**src/rtl/counter_sched.sv**
```systemverilog
// Round-robin scheduler sharing one WIDTH-bit up-counter between two requesters.
// Each grant runs q from 0 to the winner's latched length, then pulses done.
module counter_sched #(
    parameter int unsigned WIDTH = 4
) (
    input  logic             clk,
    input  logic             reset,
    input  logic [1:0]       req,
    input  logic [WIDTH-1:0] len0,
    input  logic [WIDTH-1:0] len1,
    output logic [1:0]       gnt,
    output logic             busy,
    output logic [WIDTH-1:0] q,
    output logic             done,
    output logic             done_id
);

    typedef enum logic [1:0] {
        IDLE = 2'd0,
        RUN  = 2'd1,
        DONE = 2'd2
    } state_t;

    state_t           state, state_n;
    logic [1:0]       gnt_n;
    logic [WIDTH-1:0] q_n;
    logic             done_n;
    logic             done_id_n;
    logic             ptr, ptr_n;
    logic             id, id_n;
    logic [WIDTH-1:0] len_r, len_n;
    logic             win;

    always_ff @(posedge clk) begin
        if (reset) begin
            state   <= IDLE;
            gnt     <= '0;
            q       <= '0;
            done    <= 1'b0;
            done_id <= 1'b0;
            ptr     <= 1'b0;
            id      <= 1'b0;
            len_r   <= '0;
        end else begin
            state   <= state_n;
            gnt     <= gnt_n;
            q       <= q_n;
            done    <= done_n;
            done_id <= done_id_n;
            ptr     <= ptr_n;
            id      <= id_n;
            len_r   <= len_n;
        end
    end

    always_comb begin
        state_n   = state;
        gnt_n     = gnt;
        q_n       = q;
        done_n    = 1'b0;
        done_id_n = done_id;
        ptr_n     = ptr;
        id_n      = id;
        len_n     = len_r;
        win       = 1'b0;
        case (state)
            IDLE: begin
                if (req != 2'b00) begin
                    // Contention resolved by ptr; a lone request wins outright.
                    win     = (req == 2'b11) ? ptr : req[1];
                    state_n = RUN;
                    gnt_n   = win ? 2'b10 : 2'b01;
                    q_n     = '0;
                    id_n    = win;
                    len_n   = win ? len1 : len0;
                end
            end
            RUN: begin
                if (!req[id]) begin
                    state_n = IDLE;
                    gnt_n   = '0;
                    ptr_n   = ~id;
                end else if (q == len_r) begin
                    state_n   = DONE;
                    done_n    = 1'b1;
                    done_id_n = id;
                end else begin
                    q_n = q + 1'b1;
                end
            end
            DONE: begin
                state_n = IDLE;
                gnt_n   = '0;
                ptr_n   = ~id;
            end
            default: begin
                state_n = IDLE;
                gnt_n   = '0;
            end
        endcase
    end

    assign busy = (state != IDLE);

endmodule

```
**config.mk**
```make
export PLATFORM = sky130hd
export DESIGN_NAME = counter_sched
export DESIGN_NICKNAME = d
export VERILOG_FILES = /design/src/rtl/counter_sched.sv
export SDC_FILE = /design/constraint.sdc
export NUM_CORES = 1
export LEC_CHECK = 0
export ABC_CLOCK_PERIOD_IN_PS = 3000
export CAP_MARGIN = 15
export CORE_AREA = 8 8 49 51
export DETAILED_ROUTE_END_ITERATION = 16
export DIE_AREA = 0 0 57 59
export GPL_TIMING_DRIVEN = 0
export PLACE_DENSITY = 0.89
export SLEW_MARGIN = 20
export SYNTH_ARGS = -nofsm -noshare
export SYNTH_HDL_FRONTEND = slang
export SYNTH_SLANG_ARGS = --single-unit
```
**constraint.sdc**
```tcl
create_clock -name clk -period 3 [get_ports clk]
set_clock_uncertainty 0.15 [all_clocks]
set_input_delay 0.3 -clock clk [delete_from_list [all_inputs] [get_ports clk]]
set_output_delay 0.3 -clock clk [all_outputs]
set_load 0.005 [all_outputs]
```
==> flow_results.org, run 1 <==
** Setup path
- The worst setup path is of the input pin to register kind.
- Sort of element at the end of the critical path :: register
- For the worst setup path, the data arrival time is 2040 ps.
- Kind of launch point of the worst setup path :: input pin
- Required time reported for the critical path endpoint :: 3060 ps
- Worst-path cell chain :: clkdlybuf4s50_1 > mux2i_1 > or2_1 > clkbuf_2 > or4_1 > a31oi_1
- On the critical path, the stage with the largest delay is an instance of sky130_fd_sc_hd__clkdlybuf4s50_1.
- Worst path max stage delay :: 570 ps
- Of all nets on the critical path, the largest fanout is 7.

** Floorplanning
- Placement row count :: 15
- Core outline area :: 1650 um2
- Measured along the x axis, the die boundary spans 57 um.
- During I/O placement, the number of pins put on the boundary was 21.
- Starting density of the core :: 0.467
- The floorplan step defined a die boundary enclosing 3360 um2.
- Vert. Die Dim :: 59 um

** Status
- The run finished with clean final reports.

** Routing
- After the first detailed-routing iteration, the DRC count stood at 14.
- In the routed design, unresolved DRC markers number 0.
- Number of vias per cell after detailed routing :: 5.73
- For this block, the routed nets add up to 1700 um of wire.
- After detailed routing, the average wire length per cell comes to 13.3 um.
- Length of the first detailed-routing pass in iterations :: 4
- Via count :: 734
- Once detail routing completed, the nets flagged for antenna violations numbered 0.

** Pwr
- The share of total power dissipated in combinational logic is 0.229.
- Clock power share :: 0.242
- Worst vdd rail ir drop :: 0.280 mV
- Net switching power :: 0.128 mW
- In this run the power density over the cells is 452 nW/um2.
- Sum of internal, switching and leakage power :: 0.454 mW
- The internal portion of the total power is 0.326 mW.
- Power share of the sequential group :: 0.529
- Summed over all cells, the static leakage comes to 0.365 nW.
- Of the total power, the share spent switching nets is 0.282.

** Synth
- Post-synth net total :: 102
- Sequential fraction of the synthesis area :: 0.416
- Area leader, netlist :: sky130_fd_sc_hd__dfxtp_1
- Biggest area contributors in the synthesized netlist :: sky130_fd_sc_hd__dfxtp_1, sky130_fd_sc_hd__mux2i_1, sky130_fd_sc_hd__a211oi_1
- Post-synth cell types :: 31
- Average instance area after synthesis :: 8.66 um2
- During synthesis, Yosys emitted a total of 0 warnings.
- Of the post-synthesis cell area, the dominant cell type holds 0.416.
- The mapped netlist covers 771 um2.
- Count of state elements after synthesis :: 16
- Post-synthesis instance total :: 89

** STA
- Measured slew at the worst slew-check pin :: 546 ps
- The hold violation total from the final report is 0.
- Derived from the worst setup path, the maximum achievable clock frequency is 0.504 GHz.
- Unrepaired setup endpoints after global routing :: false
- Slew HR :: 0.634
- Setup violations remaining at the end of the flow were counted as 0.
- In the final timing run, aggregate negative setup slack is 0 ps.
- Number of pins with negative max-slew slack in the final report :: 0
- Fraction of the cycle the final worst path needs :: 0.662
- Time the final worst path needs with I/O delays and setup :: 1990 ps

** Worst hold path
- In this run the worst hold path is classified as input pin to register.

** Placed design
- # port buffers :: 19
- GPL Wtd Cong :: 0.837
- Hpwl dp :: 1390 um

** CTS
- Gates resized during post-CTS repair numbered 0.
- TritonCTS buffer count :: 3
- Largest buffer count on any clock path :: 2
- Htree depth :: 1
- Clock tree synthesis selected as its root buffer the cell sky130_fd_sc_hd__clkbuf_4.
- Clock insertion delay at the later pin of the skew report :: 280 ps
- Postcts setup bufs :: 0
- Clock-pin transition on the worst setup and hold timing paths :: 90 ps
- TritonCTS built the clock tree.
- Number of buffers inserted by hold repair at cts :: 0
- Number of sinks on the clock net :: 16

** GRT
- Vias in the first global route :: 726
- GRT Total Usage :: 0.106
- The number of antenna violations at the first check in global routing is 0.
- Global-route wire length before repair :: 2970 um
- Maximum number of pins on one net before global-route repair :: 11
- Global route overflow :: 0

** Run
- Max-cap violations in this run came to 0.

** Layout
- The repair_antennas step left the layout with diodes totalling 0.
- Synth-to-Final Area Change :: 30.4%
- After filler insertion, the fill cell instance count of the layout stands at 164.
- Share of layout cells above drive strength 1 :: 0.0541
- Nets :: 126
==> flip-flops by register name, summed over array words and instances (netlist names) <==
signal and flops:
done_id 1, q 4, done 1, state 2
id 1, len_r 4, gnt 2, ptr 1
==> metrics by stage <==
step / hold WS (ps) / setup slack, ps / cells / instance area [um2] / util
2_1_floorplan: 320 / 1340 / 89 / 771 / -
3_3_place_gp: 316 / 804 / 125 / 982 / 0.595
3_5_place_dp: 328 / 748 / 125 / 982 / 0.595
4_1_cts: 273 / 1030 / 128 / 1000 / 0.608
5_1_grt: 315 / 957 / 128 / 1000 / 0.608
6_report: 261 / 1010 / 128 / 1000 / 0.608
==> logic make-up after synthesis <==
| family | after synthesis | share of synthesized area |
|---|---|---|
| and+or+nand+nor | 28 | 0.196 |
| DFF | 16 | 0.416 |
| muxes | 6 | 0.0779 |
| buffers and inverters | 10 | 0.0503 |
| adders and majority gates | 1 | 0.0162 |
| xor gates and xnor gates | 4 | 0.0454 |
| AOI/OAI and AO/OA | 24 | 0.198 |
==> path summary, 6_finish.rpt <==
check	from	endpoint	slack, ps	depth (start not counted)
worst max-delay path	req[1]	q[3]	1010	6
worst min register to register	gnt[1]	gnt[1]	340	2
worst min-delay path	reset	len_r[1]	260	2
worst max register to register	state[0]	q[3]	1130	5
==> placed cells by master, fill, tap and decap left out, types with 2 or more instances in the layout <==
cell type,count
sky130_fd_sc_hd__clkbuf_1,2
sky130_fd_sc_hd__dfxtp_1,16
sky130_fd_sc_hd__nor3_1,2
sky130_fd_sc_hd__nand3_1,3
sky130_fd_sc_hd__a31oi_1,2
sky130_fd_sc_hd__clkbuf_4,3
sky130_fd_sc_hd__nand2b_1,3
sky130_fd_sc_hd__xnor2_1,4
sky130_fd_sc_hd__inv_1,6
sky130_fd_sc_hd__a211oi_1,5
sky130_fd_sc_hd__nor2_1,9
sky130_fd_sc_hd__nand4_1,2
sky130_fd_sc_hd__or4_1,2
sky130_fd_sc_hd__a21oi_1,6
sky130_fd_sc_hd__o21ai_0,5
sky130_fd_sc_hd__clkdlybuf4s50_1,19
sky130_fd_sc_hd__mux2i_1,6
==> power by group through the flow <==
stage	clock, mW	sequential, mW	combinational (mW)
detailed placement	0	0.245	0.105
CTS	0.111	0.240	0.105
floorplan	0	0.243	0.0646
finish	0.110	0.240	0.104
global route	0.122	0.242	0.116
global placement	0	0.244	0.100
==> area by class of cell <==
cell class | instances | area [um2] | share of cell area
buffer | 4 | 16.3 | 0.0162
timing repair buffer | 19 | 190 | 0.189
multi-input combinational | 63 | 412 | 0.410
clock buffer | 3 | 22.5 | 0.0224
tap | 17 | 21.3 | 0.0212
inverter | 6 | 22.5 | 0.0224
sequential | 16 | 320 | 0.319
==> Yosys cell counts, drive strengths merged <==
master   number
inv           6
nand4         2
o311ai        1
dfxtp        16
nor3          2
a21oi         6
or3           1
o211ai        1
a2111oi       1
buf           1
or3b          1
nor2b         1
a32o          1
nand3         3
ha            1
or2           2
clkbuf        3
and4          1
a31oi         2
nand2         1
o21a          1
a211oi        5
mux2i         6
or4           2
o21ai         6
nor2          9
nand2b        3
xnor2         4
==> critical path: cells and delay by family <==
family                 cells  cell delay, ps
muxes                      1             140
AOI/OAI and AO/OA          1             180
and+or+nand+nor            2             700
buffers and inverters      2             710
==> layer usage <==
| layer | GRT usage | vias up | routed length [um] |
|---|---|---|---|
| li1 | - | 371 | - |
| met1 | 0.117 | 332 | 746 |
| met2 | 0.191 | 27 | 840 |
| met3 | 0.0322 | 4 | 101 |
| met4 | 0.0302 | 0 | 14 |
| met5 | 0 | - | 0 |
Note: power is estimated with default switching activity, not from simulation.
==> inputs of run 2 (changes only) <==
==> config.mk (replaced) <==
export PLATFORM = sky130hd
export DESIGN_NAME = counter_sched
export DESIGN_NICKNAME = d
export VERILOG_FILES = /design/src/rtl/counter_sched.sv
export SDC_FILE = /design/constraint.sdc
export NUM_CORES = 1
export LEC_CHECK = 0
export ABC_CLOCK_PERIOD_IN_PS = 1880
export CAP_MARGIN = 15
export CORE_AREA = 8 8 50 52
export DETAILED_ROUTE_END_ITERATION = 16
export DIE_AREA = 0 0 58 60
export GPL_TIMING_DRIVEN = 0
export PLACE_DENSITY = 0.86
export SLEW_MARGIN = 20
export SYNTH_ARGS = -nofsm -noshare
export SYNTH_HDL_FRONTEND = slang
export SYNTH_SLANG_ARGS = --single-unit
==> constraint.sdc (replaced) <==
create_clock -name clk -period 1.88 [get_ports clk]
set_clock_uncertainty 0.15 [all_clocks]
set_input_delay 0.188 -clock clk [delete_from_list [all_inputs] [get_ports clk]]
set_output_delay 0.188 -clock clk [all_outputs]
set_load 0.005 [all_outputs]
==> flow_results.org, run 2 (same netlist as run 1, synthesis figures left out) <==
** Layout
- In the final layout, the share of cells above drive strength 1 is 0.0811.
- Nets :: 126
- Synth-to-Final Area Change :: 32.5%
- Most common cell after layout, fill and taps aside :: sky130_fd_sc_hd__clkdlybuf4s50_1
- In the final layout, the registers with the most flip-flops are len_r: 4 flops, q: 4 flops.
- Most used cells in the layout excluding fill and tap cells :: sky130_fd_sc_hd__clkdlybuf4s50_1, sky130_fd_sc_hd__dfxtp_1, sky130_fd_sc_hd__nor2_1
- The number of antenna diodes in the final layout is 0.

** CTS
- Clock insertion delay at the later pin of the skew report :: 290 ps
- Number of sinks on the clock net :: 16
- Buffers inserted during clock tree synthesis total 3.
- Root Buffer :: sky130_fd_sc_hd__clkbuf_4
- TritonCTS built the clock tree.
- PostCTS Resize Cnt :: 0
- For this design, the CTS-stage hold fixing added 0 buffers.
- In this run the number of H-tree levels came out at 1.
- The longest clock path from root to sink contains 2 buffers.
- Post-CTS timing repair inserted 0 buffers for setup.
- Clock-pin transition on the worst setup and hold timing paths :: 80 ps

** Floorplanning
- IO Count :: 21
- The floorplan has 16 rows.
- The region available for standard cell placement spans 1800 um2.
- The die covers 3480 um2.
- Starting density of the core :: 0.428
- Die outline width :: 58 um
- The floorplan step set the die height to 60 um.

** Setup path
- The critical path starts at state[1].
- STA puts the critical path data arrival time at 1830 ps.
- Required time reported for the critical path endpoint :: 1950 ps
- RR Startpoint :: state[1]
- Worst path max stage delay :: 480 ps
- Critical path buffer and inverter count :: 1
- Family of cells with the greatest summed delay on the critical path :: simple AND/OR/NAND/NOR gates
- The critical path runs through a total of 5 cells.
- The worst setup path is of the register to register kind.
- In this run the critical register-to-register path is captured at q[3].
- Worst R2R Path Depth :: 5
- Crit-path slowest cell :: sky130_fd_sc_hd__or4_1
- The critical path ends at q[3].
- Along the worst path, the maximum fanout reaches 7.
- Setup slack on the worst flop-to-flop path :: 120 ps
- The worst setup path is launched from a register.
- Sort of element at the end of the critical path :: register
- Traced cell by cell, the critical path runs through nand2b_4 > or2_1 > clkbuf_2 > or4_1 > a31oi_1.

** GRT
- The number of antenna violations at the first check in global routing came to 0.
- Global-route wire length before repair :: 2990 um
- GRT Total Usage :: 0.109
- After global routing the overflow that remains totals 0.
- Vias in the first global route :: 737
- Maximum number of pins on one net before global-route repair :: 11

** Routing
- Once detail routing completed, the nets flagged for antenna violations numbered 0.
- Aggregate routed wire length :: 1810 um
- For this block, the initial DRC count from the detailed router was 16.
- Drc violations :: 0
- The first detailed-routing pass took 4 iterations.
- In the final routed layout, each cell accounts on average for 14.0 um.
- Number of vias per cell after detailed routing :: 5.86
- Via count :: 756

** Pwr
- Power density over the cells :: 719 nW/um2
- In this run the static leakage power is 0.386 nW.
- Of the total power, combinational logic draws 0.230.
- After layout, the design draws a total of 0.734 mW.
- Pint :: 0.523 mW
- Net switching power :: 0.211 mW
- Worst vdd rail ir drop :: 0.372 mV
- Switching share of power :: 0.288
- Clock power share :: 0.243
- Of the total power, registers draw 0.527.

** STA
- Timing would allow up to 0.568 GHz.
- In this run the tightest slew margin relative to its limit is 0.649.
- Unrepaired setup endpoints after global routing :: false
- Worst hold slack :: 136 ps
- Fraction of the cycle the final worst path needs :: 0.937
- The number of slew-limit violations in the final report came to 0.
- The hold violation total from the final report is 0.
- Setup violations remaining at the end of the flow were counted as 0.
- The worst path needs 1760 ps of the cycle, external delays included.
- At the pin with the least slew margin, the transition time is 524 ps.
- Setup slack closes at 118 ps.

** Run
- The tool flagged a number of max-cap violations equal to 0.

** Placed design
- # port buffers :: 19
- The HPWL after detailed placement is 1400 um.
- GPL Wtd Cong :: 0.831
- Before CTS, the worst setup slack after placement is -270 ps.

** Worst hold path
- Type of the most critical hold path :: input pin to register

** Status
- Status :: finished clean
[run 2: changes by cell type in the layout (fill, tap and decap cells not counted)]
cell / change
sky130_fd_sc_hd__dfxtp_1: -2
sky130_fd_sc_hd__nand2b_1: -1
sky130_fd_sc_hd__dlymetal6s2s_1: +2
sky130_fd_sc_hd__clkdlybuf4s50_1: -2
sky130_fd_sc_hd__nand2b_4: +1
sky130_fd_sc_hd__dfxtp_2: +2
[run 2: layout make-up]
class	count	area, um2
plain buffers	4	16.3
repair buffers	19	195
inverters	6	22.5
multi-input cells	63	419
well taps	18	22.5
flip-flops and latches	16	323
fillers	174	781
clock buffers	3	22.5
[run 2: worst min path at each step]
stage	from	endpoint	slack (ps)	cells past startpoint
floorplan	len1[0]	len_r[0]	270	2
finish	reset	len_r[1]	140	2
detailed placement	done_id	done_id	330	2
global placement	done_id	done_id	320	2
CTS	reset	len_r[0]	140	2
global route	reset	len_r[1]	180	2
[run 2: routing by layer]
layer  vias to the layer above  wire (um)  GRT usage
met2                        36        887      0.177
met5                         -          0          0
met4                         0         46     0.0804
met3                         5        114     0.0301
li1                        367          -          -
met1                       348        762      0.121
[run 2: power by group through the flow]
stage               Combinational (mW)  Sequential [mW]  Clock [mW]
global placement                 0.160            0.390           0
detailed placement               0.166            0.392           0
CTS                              0.166            0.384       0.179
floorplan                        0.103            0.388           0
finish                           0.169            0.387       0.178
global route                     0.189            0.390       0.192
[run 2: metrics by stage]
step | std cells | utilization | area [um2] | TNS (ps)
final | 129 | 0.567 | 1020 | 0
after global routing | 129 | 0.567 | 1020 | 0
after CTS | 129 | 0.558 | 1010 | 0
after detailed placement | 126 | 0.546 | 983 | -538
after global placement | 126 | 0.546 | 983 | -305
after floorplan | 89 | - | 771 | 0
==> inputs of run 3 (changes only) <==
--- a/config.mk
+++ b/config.mk
@@ -12,6 +12,7 @@
 export DIE_AREA = 0 0 58 60
 export GPL_TIMING_DRIVEN = 0
 export PLACE_DENSITY = 0.86
+export SKIP_CTS_REPAIR_TIMING = 1
 export SLEW_MARGIN = 20
 export SYNTH_ARGS = -nofsm -noshare
 export SYNTH_HDL_FRONTEND = slang
==> results of run 3 <==
Same layout as run 2: the final DEF is identical, and so are final timing and power.
